==> src/rtl/output_error_unit_pkg.sv <==
// Shared widths, fixed-point constants and PLAN sigmoid breakpoints for the
// output-layer error stage and its sigmoid sub-block.
package output_error_unit_pkg;

  localparam int BITWIDTH = 18;
  localparam int QM       = 11;
  localparam int ACC_W    = 32;
  localparam int Q_ONE    = 1 << QM;
  localparam int SQ_W     = 2 * BITWIDTH;

  typedef logic signed [BITWIDTH-1:0] word_t;
  typedef logic        [BITWIDTH-2:0] mag_t;

  localparam word_t WORD_MIN = {1'b1, {(BITWIDTH-1){1'b0}}};
  localparam word_t WORD_MAX = {1'b0, {(BITWIDTH-1){1'b1}}};
  localparam mag_t  MAG_MAX  = '1;
  localparam mag_t  MAG_ONE  = mag_t'(Q_ONE);

  // Breakpoints 5.0, 2.375, 1.0 and segment offsets 0.84375, 0.625, 0.5 in QM.
  localparam mag_t PLAN_BP_SAT  = mag_t'(10240);
  localparam mag_t PLAN_BP_MID  = mag_t'(4864);
  localparam mag_t PLAN_BP_LOW  = mag_t'(2048);
  localparam mag_t PLAN_OFF_MID = mag_t'(1728);
  localparam mag_t PLAN_OFF_LOW = mag_t'(1280);
  localparam mag_t PLAN_OFF_CTR = mag_t'(1024);

  typedef enum logic [1:0] {
    SEG_SAT,
    SEG_MID,
    SEG_LOW,
    SEG_CTR
  } plan_seg_t;

  function automatic plan_seg_t plan_segment(input mag_t a);
    plan_seg_t seg;
    if (a >= PLAN_BP_SAT)      seg = SEG_SAT;
    else if (a >= PLAN_BP_MID) seg = SEG_MID;
    else if (a >= PLAN_BP_LOW) seg = SEG_LOW;
    else                       seg = SEG_CTR;
    return seg;
  endfunction

endpackage

==> src/rtl/output_error_unit_plan_sigmoid.sv <==
// Two-stage shift-only PLAN sigmoid: S1 takes |z| and picks the segment,
// S2 evaluates the segment and mirrors it for negative inputs.
module plan_sigmoid
  import output_error_unit_pkg::*;
(
  input  logic                clk,
  input  logic                rst_n,
  input  logic                en,
  input  logic                in_valid,
  input  logic [BITWIDTH-1:0] in_z,
  input  logic [BITWIDTH-1:0] in_target,
  input  logic                in_last,
  output logic                out_valid,
  output logic [BITWIDTH-1:0] out_sig,
  output logic [BITWIDTH-1:0] out_target,
  output logic                out_last
);

  logic                s1_valid;
  logic                s1_neg;
  logic                s1_last;
  mag_t                s1_mag;
  plan_seg_t           s1_seg;
  logic [BITWIDTH-1:0] s1_target;

  mag_t z_mag;
  mag_t seg_y;
  mag_t plan_y;

  // The most negative input has no positive twin, so clamp its magnitude.
  always_comb begin
    z_mag = mag_t'(in_z);
    if (in_z == WORD_MIN)          z_mag = MAG_MAX;
    else if (in_z[BITWIDTH-1])     z_mag = mag_t'(-in_z);
  end

  always_ff @(posedge clk or negedge rst_n) begin
    if (!rst_n) begin
      s1_valid  <= 1'b0;
      s1_neg    <= 1'b0;
      s1_last   <= 1'b0;
      s1_mag    <= '0;
      s1_seg    <= SEG_CTR;
      s1_target <= '0;
    end else if (en) begin
      s1_valid  <= in_valid;
      s1_neg    <= in_z[BITWIDTH-1];
      s1_last   <= in_last;
      s1_mag    <= z_mag;
      s1_seg    <= plan_segment(z_mag);
      s1_target <= in_target;
    end
  end

  always_comb begin
    seg_y = MAG_ONE;
    case (s1_seg)
      SEG_SAT: seg_y = MAG_ONE;
      SEG_MID: seg_y = (s1_mag >> 5) + PLAN_OFF_MID;
      SEG_LOW: seg_y = (s1_mag >> 3) + PLAN_OFF_LOW;
      default: seg_y = (s1_mag >> 2) + PLAN_OFF_CTR;
    endcase
    plan_y = s1_neg ? (MAG_ONE - seg_y) : seg_y;
  end

  always_ff @(posedge clk or negedge rst_n) begin
    if (!rst_n) begin
      out_valid  <= 1'b0;
      out_sig    <= '0;
      out_target <= '0;
      out_last   <= 1'b0;
    end else if (en) begin
      out_valid  <= s1_valid;
      out_sig    <= {1'b0, plan_y};
      out_target <= s1_target;
      out_last   <= s1_last;
    end
  end

endmodule

==> src/rtl/output_error_unit.sv <==
// Output-layer error stage: sigmoid(z), saturated error target - sigmoid(z),
// and a per-sequence saturating sum of squared errors.
module output_error_unit
  import output_error_unit_pkg::*;
(
  input  logic                clk,
  input  logic                rst_n,
  input  logic                in_valid,
  output logic                in_ready,
  input  logic [BITWIDTH-1:0] in_z,
  input  logic [BITWIDTH-1:0] in_target,
  input  logic                in_last,
  output logic                out_valid,
  input  logic                out_ready,
  output logic [BITWIDTH-1:0] out_sig,
  output logic [BITWIDTH-1:0] out_err,
  output logic                out_last,
  output logic                cost_valid,
  output logic [ACC_W-1:0]    cost
);

  logic                advance;
  logic                s2_valid;
  logic [BITWIDTH-1:0] s2_sig;
  logic [BITWIDTH-1:0] s2_target;
  logic                s2_last;

  logic signed [BITWIDTH:0] err_wide;
  word_t                    err_sat;
  logic signed [SQ_W-1:0]   sq_full;
  logic signed [SQ_W-1:0]   sq_shift;
  logic        [SQ_W:0]     acc_sum;
  logic        [ACC_W-1:0]  acc_next;
  logic        [ACC_W-1:0]  acc;

  // The whole pipe moves in lockstep; only a held, unaccepted output stalls it.
  assign advance  = !out_valid || out_ready;
  assign in_ready = advance;

  plan_sigmoid u_plan_sigmoid (
    .clk        (clk),
    .rst_n      (rst_n),
    .en         (advance),
    .in_valid   (in_valid),
    .in_z       (in_z),
    .in_target  (in_target),
    .in_last    (in_last),
    .out_valid  (s2_valid),
    .out_sig    (s2_sig),
    .out_target (s2_target),
    .out_last   (s2_last)
  );

  assign err_wide = $signed({s2_target[BITWIDTH-1], s2_target}) - $signed({1'b0, s2_sig});

  always_comb begin
    err_sat = err_wide[BITWIDTH-1:0];
    if (err_wide[BITWIDTH] != err_wide[BITWIDTH-1])
      err_sat = err_wide[BITWIDTH] ? WORD_MIN : WORD_MAX;
  end

  // The square is never negative, so the widened sum only needs an upper clamp.
  assign sq_full  = err_sat * err_sat;
  assign sq_shift = sq_full >>> QM;
  assign acc_sum  = {{(SQ_W+1-ACC_W){1'b0}}, acc} + {1'b0, sq_shift};
  assign acc_next = (|acc_sum[SQ_W:ACC_W]) ? '1 : acc_sum[ACC_W-1:0];

  always_ff @(posedge clk or negedge rst_n) begin
    if (!rst_n) begin
      out_valid  <= 1'b0;
      out_sig    <= '0;
      out_err    <= '0;
      out_last   <= 1'b0;
      cost_valid <= 1'b0;
      cost       <= '0;
      acc        <= '0;
    end else begin
      cost_valid <= 1'b0;
      if (advance) begin
        out_valid <= s2_valid;
        if (s2_valid) begin
          out_sig  <= s2_sig;
          out_err  <= err_sat;
          out_last <= s2_last;
          if (s2_last) begin
            cost       <= acc_next;
            acc        <= '0;
            cost_valid <= 1'b1;
          end else begin
            acc <= acc_next;
          end
        end
      end
    end
  end

endmodule

==> config.mk <==
export PLATFORM = sky130hd
export DESIGN_NAME = output_error_unit
export DESIGN_NICKNAME = d
export VERILOG_FILES = /design/src/rtl/output_error_unit_pkg.sv /design/src/rtl/output_error_unit_plan_sigmoid.sv /design/src/rtl/output_error_unit.sv
export SDC_FILE = /design/constraint.sdc
export NUM_CORES = 1
export LEC_CHECK = 0
export ABC_AREA = 1
export CAP_MARGIN = 20
export CORE_MARGIN = 2
export CORE_UTILIZATION = 56
export CTS_BUF_LIST = sky130_fd_sc_hd__clkbuf_8
export CTS_CLUSTER_DIAMETER = 100
export DETAILED_ROUTE_END_ITERATION = 8
export PLACE_DENSITY_LB_ADDON = 0.3
export SYNTH_ARGS = -nofsm -noshare
export SYNTH_HDL_FRONTEND = slang
export SYNTH_SLANG_ARGS = --single-unit
==> constraint.sdc <==
create_clock -name clk -period 21.4 [get_ports clk]
set_input_delay 4.28 -clock clk [delete_from_list [all_inputs] [get_ports clk]]
set_output_delay 4.28 -clock clk [all_outputs]
set_load 0.02 [all_outputs]
# After elaboration in Yosys (flattened, before gate mapping)
# Index checks and enable logic that the tools add are counted.
# word_totals
register_bits,179
inputBits,41
out_inout_bits,72
elab_cells,52
# op_classes
n_addsub,7
n_mul,1
n_lt_le_gt_ge,3
eq_ne,4
n_mux,14
reduce_logical,6
# ops
cell,n
32-bit 2-to-1 mux,2
17-bit 2-to-1 mux,3
17-bit one-hot mux with 3 select lines,1
32-bit by 36-bit adder with 37-bit output,1
18-bit by 18-bit multiplier with 36-bit output,1
18-bit 2-to-1 mux,2
18-bit by 18-bit subtractor with 19-bit output,1
18-bit == test (second input constant),1
17-bit by 12-bit greater-or-equal comparator with 1-bit output (second input constant),1
17-bit by 13-bit greater-or-equal comparator with 1-bit output (second input constant),1
17-bit by 14-bit greater-or-equal comparator with 1-bit output (second input constant),1
17-bit negation,1
12-bit by 17-bit subtractor with 17-bit output (first input constant),1
15-bit by 11-bit adder with 16-bit output (second input constant),1
14-bit by 11-bit adder with 15-bit output (second input constant),1
12-bit by 11-bit adder with 13-bit output (second input constant),1
5-bit OR reduction,1
1-bit 2-to-1 mux,4
2-bit 2-to-1 mux,2
3-bit AND reduction,1
2-bit by 1-bit == test with 1-bit output (second input constant),1
2-bit == test (second input constant),1
2-bit zero test,1
2-bit AND reduction,1
3 further kinds,3

# Depth between registers and ports, before layout
# depth
word_depth,8
mapped_depth,58

# Hierarchy
# A second synthesis with hierarchy kept.
# hier_totals
cells_unflattened,2793
hier_area_um2,22302.6
# modules_own_cells
mod,instances,cells_each,area_each_um2,seq_area_each_um2
output_error_unit,1,2200,17936.0,2577.5
plan_sigmoid,1,593,4366.7,1879.3

# Worst setup path after synthesis
# OpenSTA, ideal clock, no wires.
# synth_timing
kind,flip-flop to flip-flop
start,register u_plan_sigmoid.out_sig[15]
end,register acc[17]
arrival_ns,9.460
required_time_ns,21.283
slack_ns,11.824
stages_incl_launch_ff,48
n_path_buf,2
cell_sequence,dfrtp_1 -> inv_1 -> ha_1 -> nand2_2 -> nor2_4 -> nor3b_2 -> nand2_1 -> nand2_1 -> nand2_1 -> nand3_2 -> inv_1 -> nor2_1 -> clkinv_1 -> nor2_1 -> inv_1 -> fa_1 -> inv_1 -> fa_1 -> [12 not listed] -> nor2_1 -> a211oi_1 -> nand2_2 -> nand2_4 -> buf_6 -> nand2_1 -> ha_1 -> nand2_1 -> nor2_1 -> nand2_1 -> o211ai_1 -> a21oi_1 -> o21ai_1 -> a21oi_1 -> buf_2 -> nand4_1 -> nand2_1 -> nand2_1
# synth_via
elab_chain_cells,8
# synth_lines
item,line,rtl
from (decl),output_error_unit_plan_sigmoid.sv:14,"output logic [BITWIDTH-1:0] out_sig,"
from (signal assigned),output_error_unit_plan_sigmoid.sv:74,"out_sig <= {1'b0, plan_y};"
18-bit by 18-bit subtractor with 19-bit output (*),output_error_unit.sv:54,"assign err_wide = $signed({s2_target[BITWIDTH-1], s2_target}) - $signed({1'b0, s2_sig});"
18-bit 2-to-1 mux / 1-bit != test (equally long branches),"output_error_unit.sv:59, output_error_unit.sv:58",
18-bit 2-to-1 mux (*),output_error_unit.sv:58,if (err_wide[BITWIDTH] != err_wide[BITWIDTH-1])
18-bit by 18-bit multiplier with 36-bit output (*),output_error_unit.sv:63,assign sq_full = err_sat * err_sat;
32-bit by 36-bit adder with 37-bit output (*),output_error_unit.sv:65,"assign acc_sum = {{(SQ_W+1-ACC_W){1'b0}}, acc} + {1'b0, sq_shift};"
5-bit OR reduction,output_error_unit.sv:66,assign acc_next = (|acc_sum[SQ_W:ACC_W]) ? '1 : acc_sum[ACC_W-1:0];
32-bit 2-to-1 mux (*),output_error_unit.sv:66,
32-bit 2-to-1 mux (*),output_error_unit.sv:85,if (s2_last) begin
to (signal assigned),output_error_unit.sv:90,acc <= acc_next;
to (decl),output_error_unit.sv:34,logic [ACC_W-1:0] acc;
# Every way passes the cells marked *; elsewhere a longest branch is shown, timed or not.
# A chain may end at the register's enable or synchronous reset.

# Final worst setup path
# layout_timing
start,register u_plan_sigmoid.out_sig[9]
end,register acc[0]
# The elaborated chain is that of the path after synthesis.

==> run metrics <==
I/O pin total=~110; Pins Over Slew Limit=0; die height=about 200 um; Hold Crit Class=flop to flop; ANT cells=0; mapped cell area=21700 sq um; initial DRC count=1255; Hold Buf Count CTS=0; Top delay family on crit path=adder cells; crit-path max cell delay=about 0.77 ns; PostCTS Resize Cnt=0; yosys warns=0; Post-synth top cells=nand2_1 (664), inv_1 (569), fa_1 (297), nor2_1 (199), dfrtp_1 (175); clock slew at reported path FFs=around 0.10 ns; ys async rst share=between 90% and 100%; crit end category=flop; unrepaired setup endpoints after global routing=false; part of the cycle the worst path needs=56.9%; count leader, synth=nand2_1; Area growth syn-to-layout=9.24%; first-pass GRT wire length=between 90000 and 100000 um; layout cells sized above 1=under 10%; setup TNS=0 ns; sequential share of the synthesized area=approximately a fifth; Final Worst Setup Slack=about 9 ns; Post-synth EDFFs=0; CTS root buf=clkbuf_8; post-layout min period=12.17 ns; syn avg cell area=between 8 and 9 sq um; final setup fails=0; syn nets=3168; CTS tree=yes; post-detailed-route DRC marker count=0; CP Launch Type=flop; clock buffer depth=2; port bufs=about 110; FF+latch count, synth=177; clock sink count=roughly 180; # Max-Cap Violations=0; Initial Util=56.3%; Slew @ Worst Pin=1.10 ns; final net count=between 3000 and 4000; Crit-path slowest cell=fa_1; Synth area leaders=fa_1 (27%), dfrtp_1 (20%), nand2_1 (11%); synthesized instance count=approximately 2700; DP Worst Slack=between 9 and 10 ns; Layout fillers=approximately 3400; detailed-route wire length per cell=~16 um; total core area=just under 40000 sq um; Total GRT Usage=between 20 and 30%; Post-CTS Setup Repair Bufs=0; status=finished, final reports clean; largest net degree at the start of global routing=between 100 and 150; Final ANT Viol Nets=0; Clock Latency Late Sink=0.55 ns; Max Clock Freq=82.2 MHz; final hold vios=0; Crit Path Max Fanout=33; antenna violations before repair=0; die area=slightly above 40000 sq um; worst path bufs/invs=8; Remaining Overflow, GRT=0; routed wire length=53100 um; DRT Pass-1 Iters=5; Post-DP HPWL=around 42000 um; vias in the first global route=18400; CTS H-tree lvls=4; skew final=0.0232 ns; Final GP Congestion=0.959; critical path data required time=~22 ns; Avg Vias per Cell=between 5 and 6; vias=17600; Synth cell types=53; max_slew headroom=26.6%; ys flop type=dfrtp_1; CP arrival=12.60 ns; die width=about 200 um; proportion of netlist area held by the largest area contributor=a little over a quarter; area leader, netlist=fa_1; TritonCTS buffer count=17; Row Count=~70; CP Class=flop to flop
[final cells by class]
type | instances | area [sq um] | area share, %
multi-input cells | 1854 | 14800 | 62.5
clock inverters | 13 | 125 | 0.528
well taps | 518 | 648 | 2.74
repair buffers | 126 | 1260 | 5.31
flip-flops and latches | 177 | 4430 | 18.7
inverters | 575 | 2160 | 9.12
clock buffers | 19 | 262 | 1.10
[placed cells by master (no fill, tap or decap), types with 3 or more instances in the layout]
cell type,count
inv_2,3
nor2_4,3
nor4_1,7
xor2_1,63
nor3_1,18
o21a_1,5
o21bai_1,4
fa_1,297
o221ai_1,5
ha_1,156
nor2_2,3
o21ai_0,116
inv_1,567
buf_4,12
nand2_1,664
a221oi_1,7
o21ai_1,6
dfrtp_1,175
nand3_1,42
o211ai_1,7
clkbuf_8,19
nand2_2,7
a21oi_1,106
nand3_2,4
nand2_4,6
nor2_1,196
nand4_1,6
clkdlybuf4s50_1,110
a31oi_1,12
clkinvlp_4,4
clkinv_1,5
xnor2_1,39
nand4_2,29
a22oi_1,3
or2_2,5
a21o_1,12
[metal layers]
layer | GRT usage [%] | vias to the layer above | wire length [um]
met1 | 37.7 | 8635 | 22500
met4 | 9.21 | 0 | 1450
met3 | 3.77 | 98 | 3140
li1 | - | 8279 | -
met5 | 0 | - | 0
met2 | 47.7 | 558 | 26000
[tightest hold or removal path: stages (launching register included)]
cell and delay (ns):
dfrtp_1 0.33, inv_1 0.05, nand2_1 0.06
[state kept, by name, summed over array words and instances (netlist names)]
register and flops:
u_plan_sigmoid.s1_seg 2, out_last 1, acc 32, u_plan_sigmoid.out_sig 17, u_plan_sigmoid.s1_mag 15, u_plan_sigmoid.out_last 1, u_plan_sigmoid.s1_target 18, u_plan_sigmoid.s1_valid 1
u_plan_sigmoid.out_target 18, out_sig 17, out_valid 1, out_err 18, u_plan_sigmoid.s1_neg 1, cost_valid 1, cost 32, u_plan_sigmoid.out_valid 1
u_plan_sigmoid.s1_last 1
[per-stage QoR]
step           utilization (%)  cells  hold slack [ns]  area (sq um)
3_3_place_gp              60.4   3247            0.450         23200
6_report                  61.6   3282            0.478         23700
3_5_place_dp              60.5   3248            0.444         23300
5_1_grt                   61.6   3282            0.503         23700
2_1_floorplan                -   2674            0.432         21700
4_1_cts                   61.5   3280            0.478         23600
[cell families after synthesis]
| family | synth area share (%) |
|---|---|
| AND/OR/NAND/NOR | 19.8 |
| buffers and inverters | 11.4 |
| adder cells (fa/ha/maj) | 36.4 |
| AO/OA/AOI/OAI | 7.75 |
| flip-flops | 20.4 |
| XOR/XNOR | 4.12 |
| other | 0.0173 |
| multiplexers | 0.0519 |
[worst paths after layout]
kind	start	endpoint	slack (ns)	depth (start not counted)
setup / recovery	u_plan_sigmoid.out_sig[9]	acc[0]	9.23	40
hold / removal	u_plan_sigmoid.out_valid	out_valid	0.48	2
setup reg to reg	u_plan_sigmoid.out_sig[9]	acc[0]	9.23	40
hold reg to reg	u_plan_sigmoid.out_valid	out_valid	0.48	2
max in group asynchronous	rst_n	acc[5]	16.04	2
min in group asynchronous	rst_n	u_plan_sigmoid.s1_mag[5]	3.84	1
Power is left out: the tool's default activity adds up to more than one toggle a clock period on the data nets, which glitch-free logic cannot reach.
